==> src/rtl/key_speed_ctrl_if.sv <==
// Key/speed control bus: raw pushbuttons in, speed code, display enable and press strobes out.
// The controller takes the slave modport; the driver of the keys takes the master modport.
interface key_speed_ctrl_if;
   logic [2:0] KEY;
   logic [3:0] divide;
   logic       enable;
   logic [2:0] key_pulse;

   modport master (output KEY, input divide, input enable, input key_pulse);
   modport slave  (input KEY, output divide, output enable, output key_pulse);
endinterface

==> src/rtl/key_speed_ctrl.sv <==
// Pushbutton speed controller: synchronize, debounce, strobe on press, saturating divide and enable toggle.
// Optional auto-repeat on keys 0/1 is built only when KEY_SPEED_AUTOREPEAT_EN is defined.
module key_speed_ctrl #(
   parameter int         DEBOUNCE_CYCLES = 500000,
   parameter logic [3:0] DIVIDE_INIT     = 4'd8,
   parameter int         REPEAT_CYCLES   = 12500000
) (
   input logic              clkIn,
   input logic              rst,
   key_speed_ctrl_if.slave  bus
);

   localparam int DCW = $clog2(DEBOUNCE_CYCLES);
   localparam logic [DCW-1:0] DEB_LAST = DCW'(DEBOUNCE_CYCLES - 1);

   if (DEBOUNCE_CYCLES < 2 || DEBOUNCE_CYCLES > (1 << 20)) begin : g_bad_debounce
      $error("key_speed_ctrl: DEBOUNCE_CYCLES out of range");
   end
   if (REPEAT_CYCLES < 2) begin : g_bad_repeat
      $error("key_speed_ctrl: REPEAT_CYCLES must be at least 2");
   end

   logic [2:0]     r_sync1;
   logic [2:0]     r_sync2;
   logic [2:0]     r_deb;
   logic [2:0]     r_deb_d;
   logic [2:0]     r_pulse;
   logic [DCW-1:0] r_cnt [3];
   logic [3:0]     r_divide;
   logic           r_enable;
   logic [2:0]     w_rep_pulse;

   // Synchronizer stores pressed-polarity so its reset value means "nothing pressed".
   always_ff @(posedge clkIn) begin
      if (rst) begin
         r_sync1  <= '0;
         r_sync2  <= '0;
         r_deb    <= '0;
         r_deb_d  <= '0;
         r_pulse  <= '0;
         r_divide <= DIVIDE_INIT;
         r_enable <= 1'b1;
         for (int i = 0; i < 3; i++) r_cnt[i] <= '0;
      end else begin
         r_sync1 <= ~bus.KEY;
         r_sync2 <= r_sync1;
         for (int i = 0; i < 3; i++) begin
            if (r_sync2[i] == r_deb[i]) begin
               r_cnt[i] <= '0;
            end else if (r_cnt[i] == DEB_LAST) begin
               r_cnt[i] <= '0;
               r_deb[i] <= ~r_deb[i];
            end else begin
               r_cnt[i] <= r_cnt[i] + 1'b1;
            end
         end
         r_deb_d <= r_deb;
         r_pulse <= (r_deb & ~r_deb_d) | w_rep_pulse;

         // Opposing strobes in the same cycle cancel out.
         case (r_pulse[1:0])
            2'b01:   if (r_divide != 4'hF) r_divide <= r_divide + 4'd1;
            2'b10:   if (r_divide != 4'h0) r_divide <= r_divide - 4'd1;
            default: r_divide <= r_divide;
         endcase
         if (r_pulse[2]) r_enable <= ~r_enable;
      end
   end

`ifdef KEY_SPEED_AUTOREPEAT_EN
   localparam int RCW = $clog2(REPEAT_CYCLES);
   localparam logic [RCW-1:0] REP_LAST = RCW'(REPEAT_CYCLES - 1);

   logic [RCW-1:0] r_rep_cnt [2];
   logic [1:0]     w_held;
   logic [1:0]     w_rep_hit;

   // Counting starts the cycle after the press strobe so repeats land every REPEAT_CYCLES after it.
   always_comb begin
      w_held      = r_deb[1:0] & r_deb_d[1:0];
      w_rep_hit   = '0;
      for (int i = 0; i < 2; i++) w_rep_hit[i] = w_held[i] && (r_rep_cnt[i] == REP_LAST);
      w_rep_pulse = {1'b0, w_rep_hit};
   end

   always_ff @(posedge clkIn) begin
      if (rst) begin
         for (int i = 0; i < 2; i++) r_rep_cnt[i] <= '0;
      end else begin
         for (int i = 0; i < 2; i++) begin
            if (!w_held[i] || w_rep_hit[i]) r_rep_cnt[i] <= '0;
            else                            r_rep_cnt[i] <= r_rep_cnt[i] + 1'b1;
         end
      end
   end
`else
   always_comb w_rep_pulse = '0;
`endif

   assign bus.divide    = r_divide;
   assign bus.enable    = r_enable;
   assign bus.key_pulse = r_pulse;

endmodule

==> src/flat_wrapper.sv <==
// flat-port wrapper written by rule: the top's interface ports become plain ports
module key_speed_ctrl_flat 
#(
   parameter int         DEBOUNCE_CYCLES = 500000,
   parameter logic [3:0] DIVIDE_INIT     = 4'd8,
   parameter int         REPEAT_CYCLES   = 12500000
)
  (clkIn, rst, bus_KEY, bus_divide, bus_enable, bus_key_pulse);
  key_speed_ctrl_if bus_i ();
  input logic clkIn;
  input logic rst;
  input wire logic [$bits(bus_i.KEY)-1:0] bus_KEY;
  output wire logic [$bits(bus_i.divide)-1:0] bus_divide;
  output wire logic [$bits(bus_i.enable)-1:0] bus_enable;
  output wire logic [$bits(bus_i.key_pulse)-1:0] bus_key_pulse;
  assign bus_i.KEY = bus_KEY;
  assign bus_divide = bus_i.divide;
  assign bus_enable = bus_i.enable;
  assign bus_key_pulse = bus_i.key_pulse;
  key_speed_ctrl #(.DEBOUNCE_CYCLES(DEBOUNCE_CYCLES), .DIVIDE_INIT(DIVIDE_INIT), .REPEAT_CYCLES(REPEAT_CYCLES)) u_core (.clkIn(clkIn), .rst(rst), .bus(bus_i));
endmodule
==> config.mk <==
export PLATFORM = sky130hd
export DESIGN_NAME = key_speed_ctrl_flat
export DESIGN_NICKNAME = d
export VERILOG_FILES = /design/src/rtl/key_speed_ctrl_if.sv /design/src/rtl/key_speed_ctrl.sv /design/src/flat_wrapper.sv
export SDC_FILE = /design/constraint.sdc
export NUM_CORES = 1
export LEC_CHECK = 0
export CORE_UTILIZATION = 59
export CTS_BUF_LIST = sky130_fd_sc_hd__clkbuf_8 sky130_fd_sc_hd__clkbuf_16
export CTS_CLUSTER_DIAMETER = 120
export DETAILED_ROUTE_END_ITERATION = 8
export PLACE_DENSITY = 0.85
export SYNTH_ARGS = -nofsm -noshare
export SYNTH_HDL_FRONTEND = slang
export SYNTH_SLANG_ARGS = --single-unit
export TNS_END_PERCENT = 30
==> constraint.sdc <==
create_clock -name clkIn -period 2.65 [get_ports clkIn]
set_input_delay 0.3975 -clock clkIn [delete_from_list [all_inputs] [get_ports clkIn]]
set_output_delay 0.3975 -clock clkIn [all_outputs]
set_load 0.01 [all_outputs]
==> results of run 1 <==
path summary, 6_finish.rpt:
path / cells after the start / to / slack, ps
worst max-delay path: 5 / u_core.r_cnt[0][10] / 380
worst min-delay path: 1 / u_core.bus.key_pulse[2] / 380
worst max register to register: 5 / u_core.r_cnt[0][10] / 380
worst min register to register: 1 / u_core.bus.key_pulse[2] / 380
cell usage after synthesis, types with 2 or more instances:
master and instances:
and4_1 4, nand2b_1 4, clkbuf_1 4, nor4_1 11
or4b_1 4, nand3_1 26, ha_1 7, nand4b_1 2
nor2b_1 10, xor2_1 14, nor2_1 48, o21ai_0 10
or3_1 14, xnor2_1 27, nand4_1 9, and3_1 4
a21oi_1 23, nor4bb_1 3, o31ai_1 8, inv_1 19
nor4b_1 2, edfxtp_1 57, or2_2 2, buf_2 4
nor3_1 4, or4_1 11, nand2_1 18, dfxtp_1 20
cells in the final DEF, fill, tap and decap left out, drive strengths merged, types with 4 or more instances in the layout:
master	synthesis	final
edfxtp	57	57
conb	1	57
nor2	48	48
xnor2	27	27
nand3	26	26
a21oi	23	23
inv	19	20
dfxtp	20	20
nand2	18	18
xor2	14	14
or3	14	14
clkbuf	4	13
clkdlybuf4s50	0	12
or4	12	12
nor4	11	11
nor2b	10	10
o21ai	10	10
nand4	10	10
o31ai	8	8
ha	7	7
or4b	4	4
and4	4	4
nand2b	4	4
and3	4	4
nor3	4	4
buf	4	4
through the flow:
| stage | std cells | setup slack, ps | utilization | cell area [µm²] | hold WS [ps] |
|---|---|---|---|---|---|
| floorplan | 437 | 496 | - | 4200 | 367 |
| global placement | 522 | 419 | 0.686 | 4410 | 371 |
| detailed placement | 522 | 388 | 0.686 | 4410 | 375 |
| CTS | 538 | 378 | 0.719 | 4620 | 386 |
| global route | 538 | 259 | 0.719 | 4620 | 403 |
| finish | 538 | 376 | 0.719 | 4620 | 383 |
state kept, by name, summed over array words and instances, names as in the netlist:
| signal | count |
|---|---|
| u_core.r_sync2 | 3 |
| u_core.bus.enable | 1 |
| u_core.r_deb | 3 |
| u_core.r_sync1 | 3 |
| u_core.bus.divide | 4 |
| u_core.r_cnt | 57 |
| u_core.bus.key_pulse | 3 |
| u_core.r_deb_d | 3 |
layer usage:
layer / GRT usage / vias to the layer above / wire length, µm
met3: 0.0393 / 10 / 259
met4: 0.121 / 0 / 146
met1: 0.293 / 1425 / 3370
li1: - / 1494 / -
met2: 0.379 / 68 / 3720
met5: 0 / - / 0
critical path, stage by stage (launching register included):
cell,delay (ps)
edfxtp_1,450
or4b_1,540
or3_1,430
o21bai_2,290
buf_4,250
nor2_1,70
kinds of logic after synthesis:
group	count (synthesis)	share of synthesized area
other	1	0.000941
XOR/XNOR	41	0.0901
AND/OR/NAND/NOR	179	0.250
flip-flops	77	0.530
adder cells (fa/ha/maj)	8	0.0270
AO/OA/AOI/OAI	47	0.0728
buffers and inverters	27	0.0267
multiplexers	1	0.00251
power by group through the flow:
stage	combinational (mW)	clock, mW	sequential [mW]
floorplan	0.0746	0	1.39
global placement	0.0921	0	1.40
detailed placement	0.0954	0	1.41
CTS	0.0970	0.907	1.38
global route	0.113	0.965	1.39
finish	0.100	0.894	1.38
final cells by class:
type | count | area, µm² | share of cell area
Clock buffer | 13 | 190 | 0.0412
Timing Repair Buffer | 16 | 150 | 0.0325
Clock inverter | 3 | 17.5 | 0.00380
Inverter | 19 | 71.3 | 0.0155
Sequential cell | 77 | 2110 | 0.458
Multi-Input combinational cell | 333 | 1980 | 0.429
Tap cell | 77 | 96.3 | 0.0209
==> metrics, run 1 <==
Root Buffer clkbuf_8; CP startpoint u_core.r_cnt[0][12]; power per cell area 515 mW/mm²; share of cells above drive strength 1 0.0542; routed wire length 7490 µm; starting density of the core 0.621; DIE AREA 0.00709 mm²; register area share after synthesis 0.530; Synth Flop Type edfxtp_1; detailed placement HPWL 5290 µm; fill count 449; ANT nets after route 0; CP Data Arrival Time 2380 ps; Cell variety after synth 40; Setup CP Type register to register; RSZ-0062 raised after global routing false; combinational power share 0.042; syn_area_per_cell 10.5 µm²; clock buffer depth 2; Async SR Flop Fraction 0; DR WL/cell 13.9 µm; Yosys top cell area share 0.429; Num Clock Sinks 77; Hold Fails Final Rpt 0; antenna diode count 0; RR Startpoint u_core.r_cnt[0][12]; Pins Over Slew Limit 0; GRT Overall Usage 0.230; Switching Share 0.222; required time worst endpoint 2760 ps; core area 0.00642 mm²; Reg power frac 0.582; Max-Cap Viols 0; Synth Instances 381; Setup crit end kind register; Switch Pwr 0.528 mW; overall power 2.38 mW; DRC 2; via count 2997; setup TNS 0 ps; Peak VDD IR 0.400 mV; minimum clock period 2270 ps; Die H 84.2 µm; peak fanout along the critical path 12; Post-CTS Setup Inserts 0; flops & latches, synth 77; worst min path class register to register; number of synthesized flops with an enable pin 57; IO Pins 13; Synth area leaders edfxtp_1 43%, dfxtp_1 10%, xnor2_1 5.9%, nor2_1 4.5%, nand3_1 3.3%; violated checks design-rule violations; DR vias/cell 5.57; 1st-pass router iterations 7; H-tree lvl count 3; grt ovf 0; final worst path period share 0.858; post-cts gate resize count 0; fin nets 469; CTS tree yes; Leakage 1.59 nW; largest net degree at the start of global routing 18; status finished with violations; clock transition at the registers of the reported paths 80 ps; die width 84.2 µm; clock group share of total power 0.376; antenna violations before repair 0; first-pass GRT wire length 12700 µm; area grow syn2layout 15.8%; vias in the first global route 2890; warnings from Yosys 0; area leader, netlist edfxtp_1; Power Internal 1.85 mW; Setup-failing EPs final 0; total CTS buffers 9; Site Rows 29; Clock Latency Late Sink 350 ps; Mapped Area 0.00399 mm²; GP Congestion 0.834; IO Port Bufs 12; clock skew 10.6 ps; hold_buf cts 0; f_max 0.440 GHz; crit path launch type register; 1st-iter DRT viols 165; Worst Hold Launch u_core.r_deb_d[2]
(Power assumes the default switching activity.)
==> inputs of run 2 (changes only) <==
--- a/config.mk
+++ b/config.mk
@@ -9,7 +9,9 @@
 export CTS_BUF_LIST = sky130_fd_sc_hd__clkbuf_8 sky130_fd_sc_hd__clkbuf_16
 export CTS_CLUSTER_DIAMETER = 120
 export DETAILED_ROUTE_END_ITERATION = 8
+export MAX_ROUTING_LAYER = met4
 export PLACE_DENSITY = 0.85
+export SETUP_SLACK_MARGIN = 0.4
 export SYNTH_ARGS = -nofsm -noshare
 export SYNTH_HDL_FRONTEND = slang
 export SYNTH_SLANG_ARGS = --single-unit
==> metrics, run 2 (synthesized netlist as in run 1, its figures left out) <==
status finished with violations; violated checks design-rule violations; setup TNS 0 ps (unchanged); share of cells above drive strength 1 0.0605 (+0.00625); Die H 84.2 µm (unchanged); DR vias/cell 5.63 (+0.99%); Pins Over Slew Limit 0 (unchanged); Util after Layout 0.723 (+0.00409); Hold Fails Final Rpt 0 (unchanged); GP Congestion 0.847 (+1.5%); Setup crit end kind register; RSZ-0062 raised after global routing true; via count 3038 (+1.4%); Clock Latency Late Sink 350 ps (about the same); register bank with the most flops u_core.r_cnt; clock buffer depth 2 (unchanged); Hold Slack 383 ps (-0.0190 ps); Setup-failing EPs final 0 (unchanged); cells along the critical path or4b_1 > or3_1 > o21bai_4 > buf_4 > a21oi_1; peak fanout along the critical path 12 (unchanged); clock skew 9.74 ps (-0.900 ps); hold_buf cts 0 (unchanged); Num Clock Sinks 77 (unchanged); commonest cells after routing, fill and taps aside 57 x edfxtp_1, 57 x conb_1, 48 x nor2_1; 1st-iter DRT viols 189 (+15%); 1st-pass router iterations 6 (-1); CTS tree yes; area grow syn2layout 16.4%; Root Buffer clkbuf_8; detailed placement HPWL 5290 µm (unchanged); largest net degree at the start of global routing 18 (unchanged); power per cell area 514 mW/mm² (-0.20%); dpl cell area 0.00441 mm² (unchanged); f_max 0.452 GHz (+2.7%); worst min path class register to register; grt ovf 0 (unchanged); antenna violations before repair 0 (unchanged); vias in the first global route 2884 (-0.21%); DRC 2 (unchanged); number of flip-flops in the largest register 57 (unchanged); starting density of the core 0.621 (unchanged); final worst path period share 0.835 (-0.0228); required time worst endpoint 2750 ps (about the same); Site Rows 29 (unchanged); worst stage delay on the critical path 540 ps (about the same); Peak VDD IR 0.403 mV (+0.65%); crit path launch type register; DR WL/cell 14.0 µm (+0.60%); Setup CP Type register to register; H-tree lvl count 3 (unchanged); GRT Overall Usage 0.237 (+0.00750); IO Pins 13 (unchanged); routed wire length 7560 µm (+0.97%); Leakage 1.60 nW (+0.78%); Max-Cap Viols 0 (unchanged); antenna diode count 0 (unchanged); Post-Layout Inst Area 0.00464 mm² (+0.57%); r2r setup slk 440 ps (+60 ps); fill count 447 (-0.45%); first-pass GRT wire length 12700 µm (+0.22%); slowest CP cell or4b_1; IO Port Bufs 12 (unchanged); fin nets 471 (+0.43%); CP Data Arrival Time 2310 ps (-70 ps); minimum clock period 2210 ps (-60.5 ps); clock transition at the registers of the reported paths 80 ps (about the same); CP Buf/Inv Count 1 (unchanged); DIE AREA 0.00709 mm² (unchanged); Top Family by Delay on Critical Path simple AND/OR/NAND/NOR gates; total CTS buffers 9 (unchanged); die width 84.2 µm (unchanged); core area 0.00642 mm² (unchanged); ANT nets after route 0 (unchanged)
run 2: cell count changes in the layout (fill, tap and decap cells not counted):
| cell | change |
|---|---|
| or4_4 | +1 |
| o21bai_2 | -1 |
| buf_4 | +2 |
| o21bai_4 | +1 |
| or4_1 | -1 |
run 2: metal layers:
layer | vias to the layer above | part of all wire | track usage
met5 | - | 0 | -
met2 | 74 | 0.49 | 0.379
li1 | 1500 | - | -
met1 | 1450 | 0.46 | 0.293
met3 | 14 | 0.033 | 0.0393
met4 | 0 | 0.022 | 0.121
run 2: path summary, 6_finish.rpt:
path              cells after the start                 from                 endpoint
hold reg to reg                       1    u_core.r_deb_d[2]  u_core.bus.key_pulse[2]
setup / recovery                      5  u_core.r_cnt[0][12]      u_core.r_cnt[0][17]
setup reg to reg                      5  u_core.r_cnt[0][12]      u_core.r_cnt[0][17]
hold / removal                        1    u_core.r_deb_d[2]  u_core.bus.key_pulse[2]
run 2: power by group:
| part | internal, mW | leakage, nW | total, mW | switching [mW] |
|---|---|---|---|---|
| registers | 1.33 | 0.750 | 1.38 | 0.0472 |
| clock network | 0.472 | 0.112 | 0.901 | 0.429 |
| logic | 0.0432 | 0.742 | 0.102 | 0.0587 |
| total | 1.85 | 1.60 | 2.38 | 0.535 |
run 2: timing repair:
| item | CTS | global route |
|---|---|---|
| pin swaps | 0 | 1 |
| setup endpoints to repair | 11 | 29 |
| gates resized for setup | 2 | 0 |
| buffers inserted | 0 | 2 |
run 2: per-stage QoR:
stage,std cells,total power [mW],setup slack (ps)
2_1_floorplan,437,1.47,496
3_3_place_gp,522,1.50,419
3_5_place_dp,522,1.50,388
4_1_cts,538,2.39,405
5_1_grt,540,2.47,334
6_report,540,2.38,437
run 2: final cells by class:
| class | count | area (µm²) | area share |
|---|---|---|---|
| clock buffer | 13 | 190 | 0.0410 |
| clock inverter | 3 | 17.5 | 0.00377 |
| inverter | 19 | 71.3 | 0.0154 |
| multi-input combinational | 333 | 1990 | 0.429 |
| sequential | 77 | 2110 | 0.455 |
| tap | 77 | 96.3 | 0.0208 |
| timing repair buffer | 18 | 165 | 0.0356 |
